$ cat config.mk
export PLATFORM = sky130hd
export DESIGN_NAME = motion_sequencer
export DESIGN_NICKNAME = d
export VERILOG_FILES = /design/src/rtl/motion_sequencer.sv
export SDC_FILE = /design/constraint.sdc
export NUM_CORES = 1
export LEC_CHECK = 0
export BUFFER_PORTS_ARGS = -buffer_cell sky130_fd_sc_hd__buf_2
export CORE_ASPECT_RATIO = 0.8
export CORE_MARGIN = 1
export CORE_UTILIZATION = 38
export DETAILED_ROUTE_END_ITERATION = 10
export GPL_TIMING_DRIVEN = 0
export PLACE_DENSITY = 0.57
export SETUP_SLACK_MARGIN = 0.4
export SYNTH_ARGS = -nofsm -noshare
export SYNTH_HDL_FRONTEND = slang
export SYNTH_SLANG_ARGS = --single-unit
export TNS_END_PERCENT = 100
$ cat constraint.sdc
create_clock -name clk -period 4.2 [get_ports clk]
set_clock_uncertainty 0.1 [all_clocks]
set_input_delay 0.42 -clock clk [delete_from_list [all_inputs] [get_ports clk]]
set_output_delay 0.42 -clock clk [all_outputs]
set_load 0.01 [all_outputs]
$ cat src/rtl/motion_sequencer.sv
`default_nettype none
// ============================================================================
// Module   : motion_sequencer
// Brief    : Queued motion-command sequencer with a 4-deep command FIFO and
//            arbitration of the motor controller register port between CPU
//            pass-through accesses and sequencer writes.
// Options  : MOTION_SEQ_IRQ_EN adds a one-cycle 'irq' pulse on stop->idle.
// Revision : 1.0 - initial release
// ============================================================================
module motion_sequencer #(
    parameter logic [7:0]  SEQ_ADDRESS = 8'h10,
    parameter logic [7:0]  MC_ADDRESS  = 8'h00,
    parameter int unsigned CPU_FREQ    = 16000000,
    parameter int unsigned TICK_HZ     = 10
) (
    input  logic       clk,
    input  logic       rst_n,
    input  logic [7:0] din,
    input  logic [7:0] address,
    input  logic       w_en,
    input  logic       r_en,
    output logic [7:0] dout,
    output logic [7:0] mc_address,
    output logic [7:0] mc_din,
    output logic       mc_w_en,
    output logic       mc_r_en
`ifdef MOTION_SEQ_IRQ_EN
    ,
    output logic       irq
`endif
);

    localparam int unsigned TICK_P     = CPU_FREQ / TICK_HZ;
    localparam logic [31:0] PRESC_LAST = 32'(TICK_P - 1);

    typedef enum logic [2:0] {
        S_IDLE, S_LOAD, S_W_MOTOR, S_W_SPD0, S_W_SPD1, S_W_EN, S_RUN, S_W_STOP
    } state_t;

    state_t      state_q, state_d;

    // Command layout: {motor[25:22], speed0[21:15], speed1[14:8], duration[7:0]}
    logic [3:0]  motor_q;
    logic [6:0]  spd0_q, spd1_q;
    logic [7:0]  dur_q;
    logic [25:0] fifo_q [4];
    logic [1:0]  rd_ptr_q, wr_ptr_q;
    logic [2:0]  count_q;
    logic        ovf_q;
    logic [25:0] act_q;
    logic [7:0]  remain_q;
    logic [31:0] presc_q;
    logic [7:0]  dout_q;

    // Address decode relative to each register window (wraps harmlessly)
    logic [7:0]  seq_off, mc_off;
    logic        seq_hit, cpu_mc;
    logic        push_req, push_ok, push_drop, pop, abort, ovf_clr;
    logic        full, empty, busy;
    logic        seq_req;
    logic [2:0]  seq_reg;
    logic [7:0]  seq_data;
    logic [7:0]  rd_data;

    assign seq_off   = address - SEQ_ADDRESS;
    assign mc_off    = address - MC_ADDRESS;
    assign seq_hit   = (seq_off < 8'd6);
    assign cpu_mc    = (w_en | r_en) & (mc_off < 8'd6);

    assign full      = (count_q == 3'd4);
    assign empty     = (count_q == 3'd0);
    assign busy      = (state_q != S_IDLE);

    // Abort outranks a push in the same cycle; a pop frees a slot for a push
    assign abort     = w_en & seq_hit & (seq_off == 8'd4) & din[0];
    assign ovf_clr   = w_en & seq_hit & (seq_off == 8'd4) & din[7];
    assign push_req  = w_en & seq_hit & (seq_off == 8'd3) & ~abort;
    assign pop       = (state_q == S_LOAD) & ~abort;
    assign push_ok   = push_req & (~full | pop);
    assign push_drop = push_req & full & ~pop;

    // Next-state logic and sequencer write request for the motor port
    always_comb begin
        state_d  = state_q;
        seq_req  = 1'b0;
        seq_reg  = 3'd0;
        seq_data = 8'h00;
        case (state_q)
            S_IDLE:    if (!empty) state_d = S_LOAD;
            S_LOAD:    state_d = S_W_MOTOR;
            S_W_MOTOR: begin
                seq_req  = 1'b1;
                seq_reg  = 3'd0;
                seq_data = {4'h0, act_q[25:22]};
                if (!cpu_mc) state_d = S_W_SPD0;
            end
            S_W_SPD0:  begin
                seq_req  = 1'b1;
                seq_reg  = 3'd2;
                seq_data = {1'b0, act_q[21:15]};
                if (!cpu_mc) state_d = S_W_SPD1;
            end
            S_W_SPD1:  begin
                seq_req  = 1'b1;
                seq_reg  = 3'd3;
                seq_data = {1'b0, act_q[14:8]};
                if (!cpu_mc) state_d = S_W_EN;
            end
            S_W_EN:    begin
                seq_req  = 1'b1;
                seq_reg  = 3'd1;
                seq_data = 8'h01;
                if (!cpu_mc) state_d = S_RUN;
            end
            S_RUN:     if (remain_q == 8'd0) state_d = empty ? S_W_STOP : S_LOAD;
            S_W_STOP:  begin
                seq_req  = 1'b1;
                seq_reg  = 3'd1;
                seq_data = 8'h00;
                if (!cpu_mc) state_d = S_IDLE;
            end
            default:   state_d = S_IDLE;
        endcase
        if (abort) state_d = S_W_STOP;
    end

    // State register
    always_ff @(posedge clk) begin
        if (!rst_n) state_q <= S_IDLE;
        else        state_q <= state_d;
    end

    // Motor port mux: a CPU access to the controller window always wins
    always_comb begin
        mc_address = 8'h00;
        mc_din     = 8'h00;
        mc_w_en    = 1'b0;
        mc_r_en    = 1'b0;
        if (cpu_mc) begin
            mc_address = address;
            mc_din     = din;
            mc_w_en    = w_en;
            mc_r_en    = r_en;
        end else if (seq_req) begin
            mc_address = MC_ADDRESS + {5'd0, seq_reg};
            mc_din     = seq_data;
            mc_w_en    = 1'b1;
        end
    end

    // Register read mux
    always_comb begin
        rd_data = 8'h00;
        if (seq_hit) begin
            case (seq_off[2:0])
                3'd3:    rd_data = dur_q;
                3'd4:    rd_data = {ovf_q, busy, full, empty, 1'b0, count_q};
                3'd5:    rd_data = remain_q;
                default: rd_data = 8'h00;
            endcase
        end
    end

    // Staging registers and registered read data
    always_ff @(posedge clk) begin
        if (!rst_n) begin
            motor_q <= 4'h0;
            spd0_q  <= 7'h00;
            spd1_q  <= 7'h00;
            dur_q   <= 8'h00;
            dout_q  <= 8'h00;
        end else begin
            if (w_en && seq_hit && seq_off == 8'd0) motor_q <= din[3:0];
            if (w_en && seq_hit && seq_off == 8'd1) spd0_q  <= din[6:0];
            if (w_en && seq_hit && seq_off == 8'd2) spd1_q  <= din[6:0];
            if (w_en && seq_hit && seq_off == 8'd3) dur_q   <= din;
            if (r_en) dout_q <= rd_data;
        end
    end

    assign dout = dout_q;

    // FIFO pointers, occupancy and sticky overflow
    always_ff @(posedge clk) begin
        if (!rst_n) begin
            rd_ptr_q <= 2'd0;
            wr_ptr_q <= 2'd0;
            count_q  <= 3'd0;
            ovf_q    <= 1'b0;
        end else begin
            if (abort) begin
                rd_ptr_q <= 2'd0;
                wr_ptr_q <= 2'd0;
                count_q  <= 3'd0;
            end else begin
                if (push_ok) wr_ptr_q <= wr_ptr_q + 2'd1;
                if (pop)     rd_ptr_q <= rd_ptr_q + 2'd1;
                case ({push_ok, pop})
                    2'b10:   count_q <= count_q + 3'd1;
                    2'b01:   count_q <= count_q - 3'd1;
                    default: count_q <= count_q;
                endcase
            end
            if (push_drop)    ovf_q <= 1'b1;
            else if (ovf_clr) ovf_q <= 1'b0;
        end
    end

    // FIFO storage needs no reset; occupancy guards every read
    always_ff @(posedge clk) begin
        if (push_ok) fifo_q[wr_ptr_q] <= {motor_q, spd0_q, spd1_q, din};
    end

    // Active command, remaining ticks and tick prescaler
    always_ff @(posedge clk) begin
        if (!rst_n) begin
            act_q    <= 26'd0;
            remain_q <= 8'd0;
            presc_q  <= 32'd0;
        end else begin
            if (pop) act_q <= fifo_q[rd_ptr_q];
            if (abort) begin
                remain_q <= 8'd0;
                presc_q  <= 32'd0;
            end else if (state_q == S_W_EN && state_d == S_RUN) begin
                remain_q <= act_q[7:0];
                presc_q  <= 32'd0;
            end else if (state_q == S_RUN) begin
                if (presc_q == PRESC_LAST) begin
                    presc_q <= 32'd0;
                    if (remain_q != 8'd0) remain_q <= remain_q - 8'd1;
                end else begin
                    presc_q <= presc_q + 32'd1;
                end
            end
        end
    end

`ifdef MOTION_SEQ_IRQ_EN
    logic irq_q;

    // One-cycle pulse each time the motors have been stopped and we go idle
    always_ff @(posedge clk) begin
        if (!rst_n) irq_q <= 1'b0;
        else        irq_q <= (state_q == S_W_STOP) && (state_d == S_IDLE);
    end

    assign irq = irq_q;
`else
    // No interrupt output in this build
`endif

endmodule
`default_nettype wire
# --- After elaboration in Yosys (flattened, before gate mapping) ---
# Memory sizes are Yosys's and may differ from the RTL's. A register that Yosys moved wholly into a read port is not among the register bits.
# Cells that the tools add are included.
# W data, S select, Z words.
totals:
  output_inout_bits: 26
  ramBits: 104
  input_bits: 20
  n_memories: 1
  wordCells: 113
  reg_bits: 85
op_classes:
  reduce_logical: 23
  n_addsub: 7
  n_eq_ne: 19
  n_lt_le_gt_ge: 2
  muxes: 32
  bitwise: 17
memory_table:
  columns: ["memory", "depth", "word_bits", "read_ports", "rd_ports_with_merged_regs", "wr", "line", "source"]
  rows:
  - ["fifo_q", 4, 26, 1, 1, 1, "46", "logic [25:0] fifo_q [4];"]
ops:
  columns: ["op", "count"]
  rows:
  - ["$mux W8", 8]
  - ["$add A32 B1 Y32 const B", 1]
  - ["$eq A32 B21 Y1 const B", 1]
  - ["$mux W32", 1]
  - ["$mux W3", 10]
  - ["$pmux W7 S4", 1]
  - ["$eq A3 B3 Y1 const B", 8]
  - ["$pmux W3 S8", 1]
  - ["$pmux W8 S3", 1]
  - ["$eq A8 B2 Y1 const B", 2]
  - ["$logic_not A8 Y1", 2]
  - ["$lt A8 B3 Y1 const B", 2]
  - ["$and A1 B1 Y1", 11]
  - ["$reduce_bool A2 Y1", 5]
  - ["$eq A3 B2 Y1 const B", 3]
  - ["$eq A8 B1 Y1 const B", 1]
  - ["$eq A8 B3 Y1 const B", 1]
  - ["$mux W1", 8]
  - ["$reduce_bool A8 Y1", 1]
  - ["$sub A8 B1 Y8 const B", 1]
  - ["$sub A8 B5 Y8 const B", 1]
  - ["$logic_and A1 B1 Y1", 6]
  - ["$logic_not A3 Y1", 2]
  - ["$pmux W2 S3", 1]
  - ["other kinds (15)", 21]

# --- Logic depth before layout (Yosys ltp) ---
# Gate-level depths: netlist of run 1.
depth:
  word_depth: 11
  ltp_mapped: 10
  ltp_nobuf: 8

# --- Least setup slack after synthesis of run 1 ---
# Ideal clock, no wire load.
synth_timing:
  path_kind: "input to register"
  start: "input port address[1]"
  end: "memory fifo_q[0][0], enable pin"
  required_time_ps: 3715
  cell_stages: 7
  n_path_buf: 3
  arrival_time_ps: 2535
  setup_time_ps: 385
  path_slack_ps: 1180
  path_cell_list: "buf_2 and3b_1 clkbuf_1 nand4_1 buf_1 a21oi_1 and2_1"
synth_between:
  elab_chain_cells: 11
  elab_cells_between_ends: 15
  cone_classes: "add/sub (1); order compare (1); eq/ne (2); mux (2); bitwise (9)"
synth_rtl:
  columns: ["element", "line", "source"]
  rows:
  - ["start, declared", "19", "input logic [7:0] address,"]
  - ["$sub A8 B5 Y8 *", "65", "assign seq_off = address - SEQ_ADDRESS;"]
  - ["$lt A8 B3 Y1", "67", "assign seq_hit = (seq_off < 8'd6);"]
  - ["$and A1 B1 Y1", "75, 77", null]
  - ["$and A1 B1 Y1 (2 in a row)", "75", "assign abort = w_en & seq_hit & (seq_off == 8'd4) & din[0];"]
  - ["$not A1 Y1", "77, 78", null]
  - ["$and A1 B1 Y1", "78", "assign pop = (state_q == S_LOAD) & ~abort;"]
  - ["$or A1 B1 Y1", "79", "assign push_ok = push_req & (~full | pop);"]
  - ["$and A1 B1 Y1 *", "79", null]
  - ["$mux W1 *", "211", "if (push_ok) fifo_q[wr_ptr_q] <= {motor_q, spd0_q, spd1_q, din};"]
  - ["$mux W1 (not written as such) *", "211", null]
  - ["end, declared", "46", null]
# Mark *: on every way between the ends. The rest lies on a longest branch, timed or not.

# --- Worst setup path after layout of run 1 ---
layout_timing:
  start: "register state_q[1]"
  end: "memory fifo_q[3][8], enable pin"
layout_between:
  elab_chain_cells: 6
layout_rtl:
  columns: ["element", "line", "source"]
  rows:
  - ["start, declared", "40", "state_t state_q, state_d;"]
  - ["start signal, assigned", "130", "else state_q <= state_d;"]
  - ["$eq A3 B1 Y1", "78", null]
  - ["$and A1 B1 Y1", "78", null]
  - ["$or A1 B1 Y1", "79", null]
  - ["$and A1 B1 Y1", "79", null]
  - ["$mux W1", "211", null]
  - ["$mux W1 (not written as such)", "211", null]
# Every way passes these cells.

==> results_tabular.tex, run 1 <==
\begin{tabular}{lr}
\hline
Metric & Value \\
\hline
\multicolumn{2}{l}{\textbf{STA}} \\
Setup TNS Final & 0 ns \\
Setup Viol. Count Final & 0 \\
Final clock period utilization by the worst path & 81.83\% \\
Final-report hold violation count & 0 \\
Number of slew-limit violations in the final report & 0 \\
Timing-limited maximum frequency & 291.0 MHz \\
Slew at the pin closest to its max-slew limit & 1.071 ns \\
Clock period minus worst slack & 3.437 ns \\
Relative slew slack & 28.08\% \\
Setup repair after global routing missed its margin & no \\
Setup slack after layout & 0.7630 ns \\
\multicolumn{2}{l}{\textbf{Global routing}} \\
Initial antenna violation count & 2 \\
Vias in the first global route & 6,101 \\
Total global-route track usage & 18.48\% \\
Largest net degree at the start of global routing & 27 \\
Wire length of the first global-routing pass & 35,010 um \\
Leftover overflow at the end of global routing & 0 \\
\multicolumn{2}{l}{\textbf{Clock tree}} \\
Number of buffers inserted by hold repair at cts & 0 \\
Buffer levels on the longest clock path & 3 \\
Number of CTS-inserted buffers & 24 \\
\# resized after CTS & 0 \\
Number of sinks on the clock net & 215 \\
Setup Buffers After CTS & 0 \\
TritonCTS clock tree & built \\
Clock tree root buffer cell & sky130\_fd\_sc\_hd\_\_clkbuf\_16 \\
Clock transition at the registers of the reported paths & 0.06 ns \\
Clock H-tree levels & 1 \\
Latest clock arrival within the worst-skew pair & 0.51 ns \\
\multicolumn{2}{l}{\textbf{Yosys}} \\
Most area-hungry cell type in the Yosys netlist & sky130\_fd\_sc\_hd\_\_edfxtp\_1 \\
Cell with the most instances after synthesis & sky130\_fd\_sc\_hd\_\_dfxtp\_1 \\
Fraction of synthesis flops using an asynchronous set or reset pin & 0\% \\
Number of warnings reported in the yosys synthesis log & 0 \\
Area share of the leading cell type in the synthesized netlist & 34.15\% \\
Sequential fraction of the synthesis area & 58.46\% \\
Synth top cells by count & sky130\_fd\_sc\_hd\_\_dfxtp\_1, sky130\_fd\_sc\_hd\_\_edfxtp\_1, sky130\_fd\_sc\_hd\_\_nand2\_1, sky130\_fd\_sc\_hd\_\_nor2\_1 \\
Number of enable flip-flop cells after synthesis & 104 \\
Syn avg cell area & 11.46 um2 \\
Post-synthesis instance total & 798 \\
Biggest area contributors in the synthesized netlist & sky130\_fd\_sc\_hd\_\_edfxtp\_1, sky130\_fd\_sc\_hd\_\_dfxtp\_1, sky130\_fd\_sc\_hd\_\_mux4\_2, sky130\_fd\_sc\_hd\_\_mux2i\_1, sky130\_fd\_sc\_hd\_\_nand2\_1 \\
Unique cell type count in the Yosys netlist & 57 \\
Ys flop type & sky130\_fd\_sc\_hd\_\_dfxtp\_1 \\
Synthesized flop and latch total & 215 \\
Netlist area before placement & 9144 um2 \\
\multicolumn{2}{l}{\textbf{Layout}} \\
Final Util & 44.73\% \\
Non-Filler Instances & 1,198 \\
Share of post-route cells with drive strength above 1 & 14.12\% \\
Area added between synthesis and finish & 15.08\% \\
Net count, final & 897 \\
\multicolumn{2}{l}{\textbf{Detailed routing}} \\
Post-DR vias/cell & 5.170 \\
Top Metal Used & met5 \\
Wire length on met1 & 10,860 um \\
Met2 layer wire length in the routed design & 9658 um \\
DR vias & 6,194 \\
Overall routed net length & 22,330 um \\
Total iterations of the first detailed-routing run & 5 \\
Routed met3 length & 1392 um \\
Starting DRC count in detailed routing & 551 \\
Antenna violation net count after detailed routing & 0 \\
Average routed wire per standard cell & 18.64 um \\
Number of DRC violations after detailed routing & 0 \\
\multicolumn{2}{l}{\textbf{Die}} \\
Die area & 24,690 um2 \\
Die extent in x & 175.4 um \\
Row Count & 50 \\
Starting density of the core & 38.87\% \\
Placeable Area & 23,520 um2 \\
Vertical extent of the die & 140.7 um \\
Number of primary I/O pins & 46 \\
\multicolumn{2}{l}{\textbf{Power}} \\
Standby leakage power & 3.863 nW \\
Pwr Density & 485.2 nW/um2 \\
Total power & 5.106 mW \\
Logic pwr share & 15.5\% \\
Cell-internal power & 3.782 mW \\
Switching fraction of total power & 25.93\% \\
Sw power & 1.324 mW \\
Fraction of power consumed by sequential logic & 44.7\% \\
Maximum resistive drop on vdd & 0.0002895 V \\
Part of the total power dissipated in the clock network & 39.9\% \\
\multicolumn{2}{l}{\textbf{Placement}} \\
HPWL after detailed placement & 15,160 um \\
Number of buffers inserted by port buffering & 39 \\
Instance count after placement with tap cells included & 1,153 \\
Worst setup timing slack at the placement stage & 0.3970 ns \\
Gp weighted congestion & 0.8545 \\
\multicolumn{2}{l}{\textbf{Min path}} \\
Class of the tightest hold or removal check & in2reg \\
\multicolumn{2}{l}{\textbf{Setup path}} \\
Arrival time at the worst endpoint & 3.47 ns \\
Critical path fanouts, max & 26 \\
Element type at the critical path end & register \\
CP startpoint kind & register \\
Data required, critical path & 4.23 ns \\
Kind of critical path & reg2reg \\
\multicolumn{2}{l}{\textbf{Outcome}} \\
Run status & completed \\
\multicolumn{2}{l}{\textbf{Run}} \\
Maxcap violations & 0 \\
\hline
\end{tabular}
==> flip-flops by register name, indices dropped and copies added (netlist names) <==
register / count
state_q: 3
count_q: 3
remain_q: 8
rd_ptr_q: 2
motor_q: 4
presc_q: 32
dur_q: 8
ovf_q: 1
dout: 8
spd0_q: 7
fifo_q: 104
spd1_q: 7
wr_ptr_q: 2
act_q: 26
==> critical path: stages, from the launching register on <==
cell and delay [ns]:
sky130_fd_sc_hd__dfxtp_1 0.35, sky130_fd_sc_hd__clkbuf_1 0.23, sky130_fd_sc_hd__nand2b_1 0.25, sky130_fd_sc_hd__nor2_1 0.34
sky130_fd_sc_hd__nand2_1 0.39, sky130_fd_sc_hd__a21oi_1 0.57, sky130_fd_sc_hd__and2_2 0.79
==> metrics by stage <==
stage,cell area [um2],hold slack [ns]
6_report,10520,0.1321
5_1_grt,10520,0.1327
4_1_cts,10520,0.1210
3_5_place_dp,9749,0.3461
3_3_place_gp,9744,0.3448
2_1_floorplan,9159,0.3357
==> routing by layer <==
layer	global-route usage, %	vias up
met5	0	-
met3	3.614	33
met4	3.936	2
met2	28.53	145
li1	-	3027
met1	26.87	2987
==> final timing paths <==
kind / startpoint / end / slack [ns] / cells past startpoint
setup / recovery: state_q[1]$_SDFF_PN0_ / fifo_q[3][8]$_DFFE_PP_ / 0.76 / 6
hold / removal: rst_n / state_q[1]$_SDFF_PN0_ / 0.13 / 2
setup reg to reg: state_q[1]$_SDFF_PN0_ / fifo_q[3][8]$_DFFE_PP_ / 0.76 / 6
hold reg to reg: act_q[16]$_SDFFE_PN0P_ / act_q[16]$_SDFFE_PN0P_ / 0.35 / 2
==> power by group through the flow <==
| stage | combinational [mW] | clock [mW] | sequential (mW) |
|---|---|---|---|
| after global placement | 0.787 | 0 | 2.33 |
| after global routing | 0.859 | 2.15 | 2.29 |
| after CTS | 0.789 | 2.07 | 2.28 |
| after floorplan | 0.575 | 0 | 2.31 |
| after detailed placement | 0.785 | 0 | 2.33 |
| final | 0.789 | 2.03 | 2.28 |
==> cell type report <==
cell class | instances | area [um2]
repair buffers | 39 | 195.2
well taps | 312 | 390.4
fillers | 2244 | 13000
plain buffers | 45 | 198.9
inverters | 14 | 52.55
flip-flops and latches | 215 | 5345
multi-input cells | 528 | 3567
clock inverters | 8 | 63.81
diodes | 1 | 2.502
clock buffers | 36 | 706.9
==> layout by cell type, fill, tap and decap left out, drive strengths merged, types with 12 or more instances in the layout <==
cell	count
edfxtp	104
nand4	12
nand3	18
dfxtp	111
nor3	48
xor2	32
and2	12
a21oi	48
nand2	96
mux4	26
mux2i	40
inv	14
clkbuf	65
o21ai	20
buf	55
nor2	71
==> kinds of logic (layout without fill, tap and decap cells) <==
family / Yosys count / after routing / synth area share (%)
compound gates: 97 / 97 / 6.294
mux: 69 / 69 / 11.15
fa+ha+maj: 10 / 10 / 1.450
other cells: 1 / 6 / 0.04101
buf+inv: 59 / 142 / 2.750
flops: 215 / 215 / 58.46
simple gates: 305 / 305 / 15.83
xor+xnor: 42 / 42 / 4.023
No activity file was read; power rests on OpenSTA's default activity.
==> run 2: changes to the inputs <==
Clock period 4.2 ns to 3.3 ns, I/O delays scaled along.
==> run 2 against run 1 <==
Clock-buffer cell count down 6; critical path type unchanged; combinational power up 29%; sequential cell count unchanged; via count up 2.1%; register-to-register slack worse by 0.28 ns; critical path depth unchanged; worst hold slack worse by 0.083 ns; wire length up 3.4%; largest cell class unchanged; sequential power up 27%; final cell count up 0.17%; worst setup slack worse by 0.28 ns; core utilization up 0.31 points.
==> results_tabular.tex, run 2 (synthesis gave the netlist of run 1 again) <==
\begin{tabular}{lr}
\hline
Metric & Value \\
\hline
\multicolumn{2}{l}{\textbf{Power}} \\
Part of the total power dissipated in the clock network & 39.0\% (was 39.9\%) \\
Standby leakage power & 3.875 nW (was 3.863 nW) \\
Cell-internal power & 4.745 mW (was 3.782 mW) \\
Sw power & 1.698 mW (was 1.324 mW) \\
Pwr Density & 608.1 nW/um2 (was 485.2 nW/um2) \\
Logic pwr share & 15.9\% (was 15.5\%) \\
Fraction of power consumed by sequential logic & 45.1\% (was 44.7\%) \\
Switching fraction of total power & 26.35\% (was 25.93\%) \\
Maximum resistive drop on vdd & 0.0005085 V (was 0.0002895 V) \\
\multicolumn{2}{l}{\textbf{Clock tree}} \\
Setup Buffers After CTS & 0 (unchanged) \\
Number of CTS-inserted buffers & 23 (was 24) \\
TritonCTS clock tree & built (unchanged) \\
Clock transition at the registers of the reported paths & 0.06 ns (about the same) \\
Latest clock arrival within the worst-skew pair & 0.51 ns (about the same) \\
Clock tree root buffer cell & sky130\_fd\_sc\_hd\_\_clkbuf\_16 (unchanged) \\
Clock H-tree levels & 1 (unchanged) \\
Number of sinks on the clock net & 215 (unchanged) \\
Number of buffers inserted by hold repair at cts & 0 (unchanged) \\
Buffer levels on the longest clock path & 3 (unchanged) \\
\multicolumn{2}{l}{\textbf{Layout}} \\
Post-route cell area & 10,600 um2 (was 10,520 um2) \\
Flip-flop count of the largest register after layout & 104 (unchanged) \\
Area of the multi-input gates & 3666 um2 (was 3567 um2) \\
Most used cells in the layout excluding fill and tap cells & sky130\_fd\_sc\_hd\_\_dfxtp\_1, sky130\_fd\_sc\_hd\_\_edfxtp\_1, sky130\_fd\_sc\_hd\_\_nand2\_1, sky130\_fd\_sc\_hd\_\_nor2\_1, sky130\_fd\_sc\_hd\_\_a21oi\_1 (was sky130\_fd\_sc\_hd\_\_dfxtp\_1, sky130\_fd\_sc\_hd\_\_edfxtp\_1, sky130\_fd\_sc\_hd\_\_nand2\_1, sky130\_fd\_sc\_hd\_\_nor2\_1) \\
Share of post-route cells with drive strength above 1 & 15.58\% (was 14.12\%) \\
Net count, final & 900 (was 897) \\
Commonest non-fill, non-tap cell in the layout & sky130\_fd\_sc\_hd\_\_dfxtp\_1 (unchanged) \\
Biggest register & fifo\_q (unchanged) \\
Registers with the most flip-flops & fifo\_q x104, presc\_q x32, act\_q x26 (unchanged) \\
Number of fill cells & 2,237 (was 2,244) \\
Area added between synthesis and finish & 15.87\% (was 15.08\%) \\
Sequential cell area & 5345 um2 (unchanged) \\
\multicolumn{2}{l}{\textbf{Detailed routing}} \\
Starting DRC count in detailed routing & 490 (was 551) \\
Overall routed net length & 23,100 um (was 22,330 um) \\
Total iterations of the first detailed-routing run & 5 (unchanged) \\
Number of DRC violations after detailed routing & 0 (unchanged) \\
DR vias & 6,325 (was 6,194) \\
Antenna violation net count after detailed routing & 0 (unchanged) \\
Average routed wire per standard cell & 19.25 um (was 18.64 um) \\
Post-DR vias/cell & 5.271 (was 5.170) \\
\multicolumn{2}{l}{\textbf{STA}} \\
Worst hold slack after final layout & 0.04937 ns (was 0.1321 ns) \\
Setup Viol. Count Final & 0 (unchanged) \\
Number of slew-limit violations in the final report & 0 (unchanged) \\
Timing-limited maximum frequency & 355.5 MHz (was 291.0 MHz) \\
Relative slew slack & 29.24\% (was 28.08\%) \\
Final clock period utilization by the worst path & 85.25\% (was 81.83\%) \\
Setup repair after global routing missed its margin & yes (was no) \\
Clock period minus worst slack & 2.813 ns (was 3.437 ns) \\
Slew at the pin closest to its max-slew limit & 1.053 ns (was 1.071 ns) \\
Final-report hold violation count & 0 (unchanged) \\
Setup slack after layout & 0.4868 ns (was 0.7630 ns) \\
\multicolumn{2}{l}{\textbf{Setup path}} \\
Element type at the critical path end & register (unchanged) \\
Critical path fanouts, max & 13 (was 26) \\
Data required, critical path & 3.35 ns (was 4.23 ns) \\
Register-to-Register Path Depth & 6 (unchanged) \\
Internal reg-to-reg setup slack & 0.49 ns (was 0.76 ns) \\
Launch instance of the worst register-to-register path & state\_q[1]\$\_SDFF\_PN0\_ (unchanged) \\
End of the worst register-to-register path & fifo\_q[0][1]\$\_DFFE\_PP\_ (was fifo\_q[3][8]\$\_DFFE\_PP\_) \\
CP startpoint kind & register (unchanged) \\
Kind of critical path & reg2reg (unchanged) \\
Arrival time at the worst endpoint & 2.86 ns (was 3.47 ns) \\
Launching element of the worst setup path & state\_q[1]\$\_SDFF\_PN0\_ (unchanged) \\
\multicolumn{2}{l}{\textbf{Die}} \\
Placeable Area & 23,520 um2 (unchanged) \\
Die area & 24,690 um2 (unchanged) \\
Vertical extent of the die & 140.7 um (unchanged) \\
Die extent in x & 175.4 um (unchanged) \\
Starting density of the core & 38.87\% (unchanged) \\
Row Count & 50 (unchanged) \\
Number of primary I/O pins & 46 (unchanged) \\
\multicolumn{2}{l}{\textbf{Placement}} \\
Gp weighted congestion & 0.8592 (was 0.8545) \\
Number of buffers inserted by port buffering & 39 (unchanged) \\
HPWL after detailed placement & 15,370 um (was 15,160 um) \\
Worst setup timing slack at the placement stage & -0.4767 ns (was 0.3970 ns) \\
Placed Instance Area & 9749 um2 (unchanged) \\
\multicolumn{2}{l}{\textbf{Run}} \\
Maxcap violations & 0 (unchanged) \\
\multicolumn{2}{l}{\textbf{Global routing}} \\
Largest net degree at the start of global routing & 27 (unchanged) \\
Leftover overflow at the end of global routing & 0 (unchanged) \\
Initial antenna violation count & 3 (was 2) \\
Vias in the first global route & 6,086 (was 6,101) \\
Wire length of the first global-routing pass & 35,220 um (was 35,010 um) \\
Total global-route track usage & 18.71\% (was 18.48\%) \\
\multicolumn{2}{l}{\textbf{Min path}} \\
Number of cells on the worst hold path & 1 (was 2) \\
Destination of the worst hold path & fifo\_q[1][7]\$\_DFFE\_PP\_ (was state\_q[1]\$\_SDFF\_PN0\_) \\
Launch point of the worst hold path & din[7] (was rst\_n) \\
Class of the tightest hold or removal check & in2reg (unchanged) \\
\multicolumn{2}{l}{\textbf{Outcome}} \\
Run status & completed (unchanged) \\
\hline
\end{tabular}
[run 2: cell count changes in the layout (fill, tap and decap cells not counted), sizes merged]
cell      before  now
and2          12   16
bufinv         1    2
clkbuf        65   59
clkinv         7    8
clkinvlp       0    1
diode          1    2
[run 2: worst max path at each step]
stage                               to  slack (ns)  depth (start not counted)
3_3_place_gp   fifo_q[0][11]$_DFFE_PP_       -0.40                          6
5_1_grt         fifo_q[0][1]$_DFFE_PP_        0.37                          6
2_1_floorplan   fifo_q[0][0]$_DFFE_PP_        0.63                          7
3_5_place_dp    fifo_q[0][7]$_DFFE_PP_       -0.48                          6
4_1_cts                      mc_din[1]        0.40                          6
6_report        fifo_q[0][1]$_DFFE_PP_        0.49                          6
[run 2: layer usage]
metal	vias up	global-route usage, %	part of all wire (%)	wire length [um]
li1	3038	-	-	-
met1	3055	27.07	47	10790
met2	195	28.47	44	10050
met3	35	3.749	7.6	1762
met4	2	5.172	2.1	479
met5	-	0	0.052	12
[run 2: through the flow]
| step | cells | power, mW | setup TNS [ns] | util, % |
|---|---|---|---|---|
| final | 1200 | 6.443 | 0 | 45.04 |
| after global routing | 1198 | 6.718 | 0 | 45.02 |
| after floorplan | 802 | 3.675 | 0 | - |
| after CTS | 1195 | 6.482 | 0 | 44.67 |
| after global placement | 1153 | 3.951 | -39.90 | 41.45 |
| after detailed placement | 1153 | 3.954 | -47.12 | 41.45 |
[run 2: final cells by class]
type,instances,area share [%]
diodes,2,0.04724
plain buffers,45,1.960
clock buffers,30,5.775
clock inverters,11,1.145
inverters,14,0.4960
multi-input cells,532,34.60
flip-flops and latches,215,50.45
well taps,312,3.684
repair buffers,39,1.842
[run 2: worst max-delay path, stage by stage (launching register included)]
cell and delay [ns]:
sky130_fd_sc_hd__dfxtp_1 0.35, sky130_fd_sc_hd__clkbuf_4 0.20, sky130_fd_sc_hd__nand2b_1 0.21, sky130_fd_sc_hd__nor2_1 0.37, sky130_fd_sc_hd__nand2_2 0.30, sky130_fd_sc_hd__a21oi_4 0.41
sky130_fd_sc_hd__and2_2 0.51
[run 2: power by group through the flow]
stage | clock, mW | sequential (mW) | combinational (mW)
global route | 2.69 | 2.91 | 1.12
detailed placement | 0 | 2.96 | 0.994
CTS | 2.57 | 2.90 | 1.01
finish | 2.51 | 2.90 | 1.02
global placement | 0 | 2.96 | 0.991
floorplan | 0 | 2.94 | 0.732
[run 2: repair_timing]
action | 4_1_cts | 5_1_grt
gates resized for setup | 7 | 20
cloned | 1 | 3
setup endpoints to repair | 149 | 147
pin swaps | 0 | 2
==> run 3: changes to the inputs <==
Settings changed: CORE_ASPECT_RATIO 0.8 to 1.25.
==> run 3 against run 2 <==
Critical path depth unchanged; highest routed layer is now met4; critical path type is now reg2out; sequential cell count is the same; power is essentially flat.
==> results_tabular.tex, run 3 (synthesis gave the netlist of run 1 again) <==
\begin{tabular}{lr}
\hline
Metric & Value \\
\hline
\multicolumn{2}{l}{\textbf{Clock tree}} \\
Clock H-tree levels & 1 (unchanged) \\
Number of sinks on the clock net & 215 (unchanged) \\
TritonCTS clock tree & built (unchanged) \\
Number of CTS-inserted buffers & 23 (unchanged) \\
Clock tree root buffer cell & sky130\_fd\_sc\_hd\_\_clkbuf\_16 (unchanged) \\
Buffer levels on the longest clock path & 3 (unchanged) \\
Clock transition at the registers of the reported paths & 0.06 ns (about the same) \\
Latest clock arrival within the worst-skew pair & 0.51 ns (about the same) \\
Setup Buffers After CTS & 0 (unchanged) \\
\multicolumn{2}{l}{\textbf{STA}} \\
Setup slack after layout & 0.4900 ns (was 0.4868 ns) \\
Final-report hold violation count & 0 (unchanged) \\
Worst hold slack after final layout & 0.05081 ns (was 0.04937 ns) \\
Number of slew-limit violations in the final report & 0 (unchanged) \\
Relative slew slack & 15.57\% (was 29.24\%) \\
Setup Viol. Count Final & 0 (unchanged) \\
Final clock period utilization by the worst path & 85.15\% (was 85.25\%) \\
Timing-limited maximum frequency & 355.9 MHz (was 355.5 MHz) \\
Setup TNS Final & 0 ns (unchanged) \\
Slew at the pin closest to its max-slew limit & 1.257 ns (was 1.053 ns) \\
Clock period minus worst slack & 2.810 ns (was 2.813 ns) \\
Setup repair after global routing missed its margin & yes (unchanged) \\
\multicolumn{2}{l}{\textbf{Die}} \\
Die extent in x & 140.7 um (was 175.4 um) \\
Row Count & 63 (was 50) \\
Vertical extent of the die & 175.4 um (was 140.7 um) \\
Die area & 24,690 um2 (unchanged) \\
Placeable Area & 23,650 um2 (was 23,520 um2) \\
Starting density of the core & 38.67\% (was 38.87\%) \\
Number of primary I/O pins & 46 (unchanged) \\
\multicolumn{2}{l}{\textbf{Power}} \\
Total power & 6.439 mW (was 6.443 mW) \\
Pwr Density & 609.6 nW/um2 (was 608.1 nW/um2) \\
Standby leakage power & 3.869 nW (was 3.875 nW) \\
Maximum resistive drop on vdd & 0.0005500 V (was 0.0005085 V) \\
\multicolumn{2}{l}{\textbf{Placement}} \\
Placed Instance Area & 9724 um2 (was 9749 um2) \\
HPWL after detailed placement & 14,670 um (was 15,370 um) \\
Worst setup timing slack at the placement stage & -0.2882 ns (was -0.4767 ns) \\
Number of buffers inserted by port buffering & 39 (unchanged) \\
Gp weighted congestion & 0.8501 (was 0.8592) \\
Instance count after placement with tap cells included & 1,133 (was 1,153) \\
\multicolumn{2}{l}{\textbf{Setup path}} \\
Data required, critical path & 2.87 ns (was 3.35 ns) \\
Element type at the critical path end & output port (was register) \\
Critical path fanouts, max & 10 (was 13) \\
Largest stage delay on the critical path & 0.44 ns (was 0.51 ns) \\
CP startpoint kind & register (unchanged) \\
Arrival time at the worst endpoint & 2.38 ns (was 2.86 ns) \\
Kind of critical path & reg2out (was reg2reg) \\
Slowest cell on crit path & sky130\_fd\_sc\_hd\_\_or3\_4 (was sky130\_fd\_sc\_hd\_\_and2\_2) \\
Sequence of cells on the critical path & clkbuf\_4 > inv\_1 > ha\_1 > or3\_4 > o21ai\_0 > buf\_2 (was clkbuf\_4 > nand2b\_1 > nor2\_1 > nand2\_2 > a21oi\_4 > and2\_2) \\
\multicolumn{2}{l}{\textbf{Detailed routing}} \\
Total iterations of the first detailed-routing run & 5 (unchanged) \\
Overall routed net length & 22,030 um (was 23,100 um) \\
DR vias & 6,177 (was 6,325) \\
Antenna violation net count after detailed routing & 0 (unchanged) \\
Number of DRC violations after detailed routing & 0 (unchanged) \\
Average routed wire per standard cell & 18.70 um (was 19.25 um) \\
Starting DRC count in detailed routing & 285 (was 490) \\
Post-DR vias/cell & 5.244 (was 5.271) \\
\multicolumn{2}{l}{\textbf{Global routing}} \\
Initial antenna violation count & 0 (was 3) \\
Total global-route track usage & 18.05\% (was 18.71\%) \\
Leftover overflow at the end of global routing & 0 (unchanged) \\
Largest net degree at the start of global routing & 27 (unchanged) \\
Wire length of the first global-routing pass & 34,110 um (was 35,220 um) \\
Vias in the first global route & 6,287 (was 6,086) \\
\multicolumn{2}{l}{\textbf{Layout}} \\
Area of the multi-input gates & 3637 um2 (was 3666 um2) \\
Registers with the most flip-flops & fifo\_q x104, presc\_q x32, act\_q x26 (unchanged) \\
Biggest register & fifo\_q (unchanged) \\
Flip-flop count of the largest register after layout & 104 (unchanged) \\
Share of post-route cells with drive strength above 1 & 15.69\% (was 15.58\%) \\
Non-Filler Instances & 1,178 (was 1,200) \\
Commonest non-fill, non-tap cell in the layout & sky130\_fd\_sc\_hd\_\_dfxtp\_1 (unchanged) \\
Final Util & 44.67\% (was 45.04\%) \\
Number of fill cells & 2,253 (was 2,237) \\
Area added between synthesis and finish & 15.53\% (was 15.87\%) \\
Sequential cell area & 5346 um2 (was 5345 um2) \\
Post-route cell area & 10,560 um2 (was 10,600 um2) \\
Antenna Cells & 0 (was 2) \\
Most used cells in the layout excluding fill and tap cells & sky130\_fd\_sc\_hd\_\_dfxtp\_1, sky130\_fd\_sc\_hd\_\_edfxtp\_1, sky130\_fd\_sc\_hd\_\_nand2\_1, sky130\_fd\_sc\_hd\_\_nor2\_1, sky130\_fd\_sc\_hd\_\_a21oi\_1 (unchanged) \\
Net count, final & 899 (was 900) \\
\multicolumn{2}{l}{\textbf{Outcome}} \\
Run status & completed (unchanged) \\
\multicolumn{2}{l}{\textbf{Min path}} \\
Class of the tightest hold or removal check & in2reg (unchanged) \\
\multicolumn{2}{l}{\textbf{Run}} \\
Maxcap violations & 0 (unchanged) \\
\hline
\end{tabular}
run 3: changes by cell type in the layout (fill, tap and decap cells not counted), moves of 2 or more:
cell	delta
sky130_fd_sc_hd__clkinv_2	-2
sky130_fd_sc_hd__clkbuf_1	-4
sky130_fd_sc_hd__clkinvlp_4	+3
sky130_fd_sc_hd__diode_2	-2
sky130_fd_sc_hd__clkinv_1	+2
run 3: layer usage:
| metal | up-vias | part of all wire [%] | wire, um | global-route usage (%) |
|---|---|---|---|---|
| li1 | 3027 | - | - | - |
| met1 | 3009 | 42 | 9188 | 21.47 |
| met2 | 98 | 51 | 11340 | 32.61 |
| met3 | 43 | 3.5 | 777 | 2.754 |
| met4 | 0 | 3.3 | 728 | 6.975 |
| met5 | - | 0 | 0 | 0 |
run 3: final cells by class:
type | count | share of cell area (%)
Clock buffer | 28 | 6.017
Multi-Input combinational cell | 530 | 34.43
Sequential cell | 215 | 50.61
Buffer | 45 | 1.931
Inverter | 14 | 0.4975
Tap cell | 292 | 3.458
Timing Repair Buffer | 40 | 1.942
Clock inverter | 14 | 1.113
run 3: where the power goes:
part,switching [mW],internal [mW]
clock network,1.06,1.46
logic,0.588,0.421
registers,0.0570,2.85
total,1.71,4.73
run 3: final timing paths:
check	start	endpoint	slack [ns]	cells past startpoint
setup reg to reg	state_q[1]$_SDFF_PN0_	fifo_q[3][21]$_DFFE_PP_	0.51	6
setup / recovery	state_q[1]$_SDFF_PN0_	mc_din[4]	0.49	6
hold / removal	din[5]	fifo_q[0][5]$_DFFE_PP_	0.05	1
hold reg to reg	act_q[13]$_SDFFE_PN0P_	act_q[13]$_SDFFE_PN0P_	0.36	2
run 3: worst max-delay path, delay by kind of cell (launching register included):
| kind | cells | cell delay, ns |
|---|---|---|
| adders and majority gates | 1 | 0.31 |
| AOI/OAI and AO/OA | 1 | 0.27 |
| and+or+nand+nor | 1 | 0.44 |
| buffers and inverters | 3 | 0.47 |
| DFF | 1 | 0.37 |
run 3: what timing repair did:
item | in CTS | in global routing
setup endpoints to repair | 145 | 150
hold endpoints to repair | 0 | 1
pin swaps | 0 | 2
hold buffers | 0 | 1
cloned | 0 | 2
resized for setup | 13 | 11
